<file path="config.mk">
export PLATFORM = sky130hd
export DESIGN_NAME = decode_issue
export DESIGN_NICKNAME = d
export VERILOG_FILES = /design/src/rtl/riscv_pkg.sv /design/src/rtl/decode_issue_regfile.sv /design/src/rtl/decode_issue.sv
export SDC_FILE = /design/constraint.sdc
export NUM_CORES = 2
export LEC_CHECK = 0
export ABC_CLOCK_PERIOD_IN_PS = 137600
export BUFFER_PORTS_ARGS = -buffer_cell sky130_fd_sc_hd__buf_4
export CORE_ASPECT_RATIO = 1.4
export CORE_UTILIZATION = 55
export CTS_CLUSTER_DIAMETER = 40
export DETAILED_ROUTE_END_ITERATION = 8
export PLACE_DENSITY = 0.71
export RECOVER_POWER = 50
export SLEW_MARGIN = 15
export SYNTH_ARGS = -nofsm -noshare
export SYNTH_HDL_FRONTEND = slang
export SYNTH_SLANG_ARGS = --single-unit
</file>
<file path="constraint.sdc">
create_clock -name clk -period 137.6 [get_ports clk]
set_clock_uncertainty 0.1 [all_clocks]
set_input_delay 20.64 -clock clk [delete_from_list [all_inputs] [get_ports clk]]
set_output_delay 20.64 -clock clk [all_outputs]
set_load 0.03 [all_outputs]
</file>
<file path="src/rtl/riscv_pkg.sv">
// Shared RV64IM decode definitions used by decode_issue and the ALU.
// Holds the major opcode constants, the 10-bit ALU opcode encoding
// ({funct3, major opcode}), the registered issue-bundle layout and a
// few small decode helpers.
package riscv_pkg;

  localparam int XLEN  = 64;
  localparam int NREGS = 32;

  localparam logic [6:0] OP_IMM   = 7'h13;
  localparam logic [6:0] OP_IMM32 = 7'h1B;
  localparam logic [6:0] OP       = 7'h33;
  localparam logic [6:0] OP32     = 7'h3B;

  typedef enum logic [9:0] {
    ALU_ADDI  = 10'h013, ALU_SLLI  = 10'h093, ALU_SLTI  = 10'h113,
    ALU_SLTIU = 10'h193, ALU_XORI  = 10'h213, ALU_SRLI  = 10'h293,
    ALU_ORI   = 10'h313, ALU_ANDI  = 10'h393,
    ALU_ADDIW = 10'h01B, ALU_SLLIW = 10'h09B, ALU_SRLIW = 10'h29B,
    ALU_ADD   = 10'h033, ALU_SLL   = 10'h0B3, ALU_SLT   = 10'h133,
    ALU_SLTU  = 10'h1B3, ALU_XOR   = 10'h233, ALU_SRL   = 10'h2B3,
    ALU_OR    = 10'h333, ALU_AND   = 10'h3B3,
    ALU_ADDW  = 10'h03B, ALU_SLLW  = 10'h0BB, ALU_SRLW  = 10'h2BB
  } alu_op_e;

  typedef struct packed {
    logic [9:0]      opcode;
    logic [4:0]      reg_a;
    logic [11:0]     reg_b;
    logic [4:0]      reg_dest;
    logic [XLEN-1:0] reg_a_value;
    logic [XLEN-1:0] reg_b_value;
    logic            illegal;
  } issue_bundle_t;

  // Major opcodes this stage can hand to the ALU.
  function automatic logic is_legal(input logic [6:0] op7);
    return (op7 == OP_IMM) || (op7 == OP_IMM32) || (op7 == OP) || (op7 == OP32);
  endfunction

  // Register-register forms are the only ones that read rs2.
  function automatic logic uses_rs2(input logic [6:0] op7);
    return (op7 == OP) || (op7 == OP32);
  endfunction

endpackage

</file>
<file path="src/rtl/decode_issue_regfile.sv">
// 32x64 integer register file: two asynchronous read ports, one
// synchronous write port, x0 reads as zero and ignores writes.
// With WB_BYPASS_EN defined, a same-cycle write is forwarded to a
// matching read port.
module decode_issue_regfile
  import riscv_pkg::*;
(
  input  logic            clk,
  input  logic            reset,
  input  logic [4:0]      ra_addr,
  input  logic [4:0]      rb_addr,
  output logic [XLEN-1:0] ra_data,
  output logic [XLEN-1:0] rb_data,
  input  logic            wb_en,
  input  logic [4:0]      wb_reg,
  input  logic [XLEN-1:0] wb_data
);

  logic [XLEN-1:0] rf_q [NREGS];
  logic [XLEN-1:0] rf_d [NREGS];
  logic            wr_live;

  assign wr_live = wb_en && (wb_reg != 5'd0);

  // Next register contents: apply the writeback, x0 never written.
  always_comb begin
    rf_d = rf_q;
    if (wr_live) rf_d[wb_reg] = wb_data;
  end

  // Storage, cleared on reset.
  always_ff @(posedge clk or posedge reset) begin
    if (reset) begin
      for (int i = 0; i < NREGS; i++) rf_q[i] <= '0;
    end else begin
      rf_q <= rf_d;
    end
  end

  // Read ports with x0 forced to zero and optional writeback forwarding.
  always_comb begin
    ra_data = (ra_addr == 5'd0) ? '0 : rf_q[ra_addr];
    rb_data = (rb_addr == 5'd0) ? '0 : rf_q[rb_addr];
`ifdef WB_BYPASS_EN
    if (wr_live && (wb_reg == ra_addr)) ra_data = wb_data;
    if (wr_live && (wb_reg == rb_addr)) rb_data = wb_data;
`endif
  end

endmodule

</file>
<file path="src/rtl/decode_issue.sv">
// Decode/issue stage feeding the ALU. Decodes RV64IM integer ALU
// instructions, reads operands, tracks outstanding destinations in a
// per-register scoreboard and registers the issue bundle (1-cycle
// latency, holds under backpressure).
// Optional macro WB_BYPASS_EN: forward same-cycle writeback data and
// let a dependent instruction issue in the writeback cycle.
module decode_issue
  import riscv_pkg::*;
(
  input  logic            clk,
  input  logic            reset,
  input  logic [31:0]     instr,
  input  logic            instr_valid,
  output logic            instr_ready,
  input  logic            wb_en,
  input  logic [4:0]      wb_reg,
  input  logic [XLEN-1:0] wb_data,
  output logic            out_valid,
  input  logic            out_ready,
  output logic [9:0]      opcode,
  output logic [4:0]      regA,
  output logic [11:0]     regB,
  output logic [4:0]      regDest,
  output logic [XLEN-1:0] regA_value,
  output logic [XLEN-1:0] regB_value,
  output logic            illegal
);

  logic [6:0]       op7;
  logic [4:0]       rs1, rs2, rd;
  logic             legal, use_rs1, use_rs2, hazard, accept;
  logic [XLEN-1:0]  rs1_val, rs2_val;
  logic [NREGS-1:0] pend_q, pend_d, pend_eff, wb_clr;
  logic             out_valid_q, out_valid_d;
  issue_bundle_t    bundle_q, bundle_d;

  assign op7     = instr[6:0];
  assign rs1     = instr[19:15];
  assign rs2     = instr[24:20];
  assign rd      = instr[11:7];
  assign legal   = is_legal(op7);
  assign use_rs1 = legal;
  assign use_rs2 = legal && uses_rs2(op7);

  decode_issue_regfile u_rf (
    .clk     (clk),
    .reset   (reset),
    .ra_addr (rs1),
    .rb_addr (rs2),
    .ra_data (rs1_val),
    .rb_data (rs2_val),
    .wb_en   (wb_en),
    .wb_reg  (wb_reg),
    .wb_data (wb_data)
  );

  // One-hot clear mask from the writeback port.
  always_comb begin
    wb_clr = '0;
    if (wb_en) wb_clr[wb_reg] = 1'b1;
  end

`ifdef WB_BYPASS_EN
  assign pend_eff = pend_q & ~wb_clr;
`else
  assign pend_eff = pend_q;
`endif

  assign hazard = (use_rs1 && pend_eff[rs1]) ||
                  (use_rs2 && pend_eff[rs2]) ||
                  (legal && (rd != 5'd0) && pend_eff[rd]);
  assign instr_ready = !hazard && (!out_valid_q || out_ready);
  assign accept      = instr_valid && instr_ready;

  // Scoreboard, valid and bundle next-state; a set beats a same-cycle clear.
  always_comb begin
    pend_d = pend_q & ~wb_clr;
    if (accept && legal && (rd != 5'd0)) pend_d[rd] = 1'b1;

    out_valid_d = out_valid_q;
    if (accept)         out_valid_d = 1'b1;
    else if (out_ready) out_valid_d = 1'b0;

    bundle_d = bundle_q;
    if (accept) begin
      bundle_d.opcode      = {instr[14:12], op7};
      bundle_d.reg_a       = rs1;
      bundle_d.reg_b       = instr[31:20];
      bundle_d.reg_dest    = legal ? rd : 5'd0;
      bundle_d.reg_a_value = rs1_val;
      bundle_d.reg_b_value = use_rs2 ? rs2_val : '0;
      bundle_d.illegal     = !legal;
    end
  end

  // Control and bundle registers; reset discards any bundle in flight.
  always_ff @(posedge clk or posedge reset) begin
    if (reset) begin
      pend_q      <= '0;
      out_valid_q <= 1'b0;
      bundle_q    <= '0;
    end else begin
      pend_q      <= pend_d;
      out_valid_q <= out_valid_d;
      bundle_q    <= bundle_d;
    end
  end

  assign out_valid  = out_valid_q;
  assign opcode     = bundle_q.opcode;
  assign regA       = bundle_q.reg_a;
  assign regB       = bundle_q.reg_b;
  assign regDest    = bundle_q.reg_dest;
  assign regA_value = bundle_q.reg_a_value;
  assign regB_value = bundle_q.reg_b_value;
  assign illegal    = bundle_q.illegal;

endmodule
</file>
==> results.ini <==
[grt]
grt_pass1_vias=75700
grtUsageTotal_pct=33.0
grt_pass1_wl_mm=517
gr-total-overflow=0
antenna_found_initial=20
grt_max_degree=175

[drt]
wire_per_inst_um=34.3
routed_wl_mm=348
vias=71200
antenna_left=0
drt_pass1_iterations=8
drt_iter0_drc=6185
drc=0
routed_via_density=7.01

[min_path]
whs_path_depth=0
whs_endpoint=u_rf.rf_q[2036]
hp-class=reg -> reg
min_from=u_rf.rf_q[2036]

[cts]
numCtsBuffers=274
htreeDepth=5
cts_root_buffer=clkbuf_16
hold_buffers=0
clk_latency_ps=850
clk_pin_slew_ps=60
cts_num_sinks=2242
cts_resized=0
postCtsSetupBuffers=0
cts_tree=yes
clockBufferDepth=4

[power_and_ir_drop]
pwr_density_cell_mw_per_mm2=15.4
power.leakage_uw=0.0552
ir_drop_mv=0.0130
finalPower_uw=1980

[run_status]
violations=capacitance limit, slew limit
status=finished with violations

[synthesis]
seq_area_frac_synth_pct=48.2
syn_avg_cell_area_um2=15.9
synthesis.nets=7408
async_flop_share_pct=100
synth_top_flop_cell=dfrtp_1
netlist_instances=7302
yosysWarnings=0
synth_edf_count=0
synth_seq_cells=2242
synth_area_mm2=0.116
ys_types=54

[job]
cap_violations=61

[finish]
drive_gt1_share_pct=54.6
layout_commonest_cell=dfrtp_1
nFillCells=15700
syn2layout_area_growth_pct=10.2
nets=7247
final_cell_mix=dfrtp_1 (2,242), mux2_2 (2,088), mux4_2 (1,086)
fin_area_mm2=0.128

[timing]
fmax_mhz=22.5
final_max_slew_viol_count=2321
finalCritPeriodShare_pct=32.3
whs_ps=296
setup_tns_ps=0
worst_slack_ps=93180
relSlewSlack_pct=-504
worst_pin_slew_ps=9060
hold_viol=0
rsz0062_at_grt=no
fin_crit_ps=44420
setup_viol=0

[worst_setup_path]
r2r_setup_slack_ps=133350
end_kind=output pin
cp.arrival_ps=23680
required_ps=116860
start_kind=input port
r2r_cells=8
crit_fanout=82
criticalPathCategory=in -> out
r2r_end=regB_value[34]
reg2reg_from=pend_eff[25]

[placement]
place_ws_ps=93180
placed_cell_area_mm2=0.120
dpl.hpwl_mm=189
gp_congestion=0.833
io_buffer_count=268

[floorplanning]
die_h_um=546
io_pins=269
die_w_um=391
start_util_pct=55.4
num_rows=199
die_area_mm2=0.214
coreArea_mm2=0.210

area by class of cell:
| type | count | area, µm² | share of cell area, % |
|---|---|---|---|
| multi-input combinational | 4192 | 56900 | 44.4 |
| inverter | 7 | 27.5 | 0.0215 |
| clock buffer | 361 | 7820 | 6.09 |
| clock inverter | 115 | 1340 | 1.05 |
| sequential | 2242 | 56100 | 43.7 |
| tap | 2814 | 3520 | 2.74 |
| antenna | 8 | 20.0 | 0.0156 |
| timing repair buffer | 424 | 2560 | 2.00 |
cell usage after synthesis, types with 6 or more instances:
cell / instances / area, µm²
dfrtp_1: 2242 / 56100
mux2_2: 2089 / 23500
mux4_2: 1086 / 24500
clkbuf_1: 685 / 2570
mux2i_1: 199 / 1990
mux2_4: 150 / 2250
a211oi_1: 94 / 706
buf_1: 87 / 327
o22ai_1: 78 / 488
buf_2: 70 / 350
a22o_1: 69 / 604
nand2b_1: 56 / 350
nand2_1: 49 / 184
o211ai_1: 48 / 360
a221oi_1: 43 / 377
o221ai_1: 43 / 377
nand3_1: 30 / 150
nor2_1: 28 / 105
o21ai_0: 26 / 130
nor3_1: 19 / 95.1
buf_6: 18 / 203
o21ai_1: 16 / 80.1
inv_1: 7 / 26.3
mux2_1: 7 / 78.8
nor2b_1: 6 / 37.5
nor3b_1: 6 / 45.0
o41ai_2: 6 / 97.6
power by group:
part / internal, µW / switching [µW]
sequential: 781 / 87.0
clock: 442 / 294
combinational: 227 / 146
total: 1450 / 528
worst max-delay path: stages:
cell     delay, ps
buf_8          560
buf_4          880
mux4_2         600
nand3_1        100
nand4_1        190
nor4_1         440
buf_4          240
flip-flops by register name, summed over array words and instances, names as in the netlist:
name	count
u_rf.rf_q	2048
regA_value	64
regB_value	64
pend_eff	32
regB	12
opcode	10
regA	5
regDest	5
illegal	1
out_valid	1
per-layer routing:
layer  track usage [%]  routed length, µm
met5                 0                146
met1              43.6             135000
met2              53.6             172000
met3              5.43              24200
met4              14.9              17700
worst max-delay path by stage:
| stage | startpoint | endpoint | slack, ps | cells after the start |
|---|---|---|---|---|
| 2_1_floorplan | reset | illegal | 53510 | 1 |
| 3_3_place_gp | instr[21] | instr_ready | 93130 | 7 |
| 3_5_place_dp | instr[21] | instr_ready | 93180 | 7 |
| 4_1_cts | instr[21] | instr_ready | 93170 | 7 |
| 5_1_grt | instr[21] | instr_ready | 93080 | 7 |
| 6_report | instr[21] | instr_ready | 93180 | 7 |
logic make-up (layout without fill, tap and decap cells):
| logic type | count (synthesis) | in the layout | share of synthesized area, % |
|---|---|---|---|
| other | 0 | 8 | 0 |
| DFF | 2242 | 2242 | 48.2 |
| muxes | 3531 | 3531 | 44.9 |
| AOI/OAI and AO/OA | 437 | 437 | 2.87 |
| and+or+nand+nor | 224 | 224 | 1.02 |
| buffers and inverters | 868 | 907 | 2.99 |
metrics by stage:
step	util (%)	cells
floorplan	-	7302
global placement	57.2	9679
detailed placement	57.2	9679
CTS	61.5	10200
global route	61.1	10200
finish	61.1	10200
No activity file was read; power rests on OpenSTA's default activity.
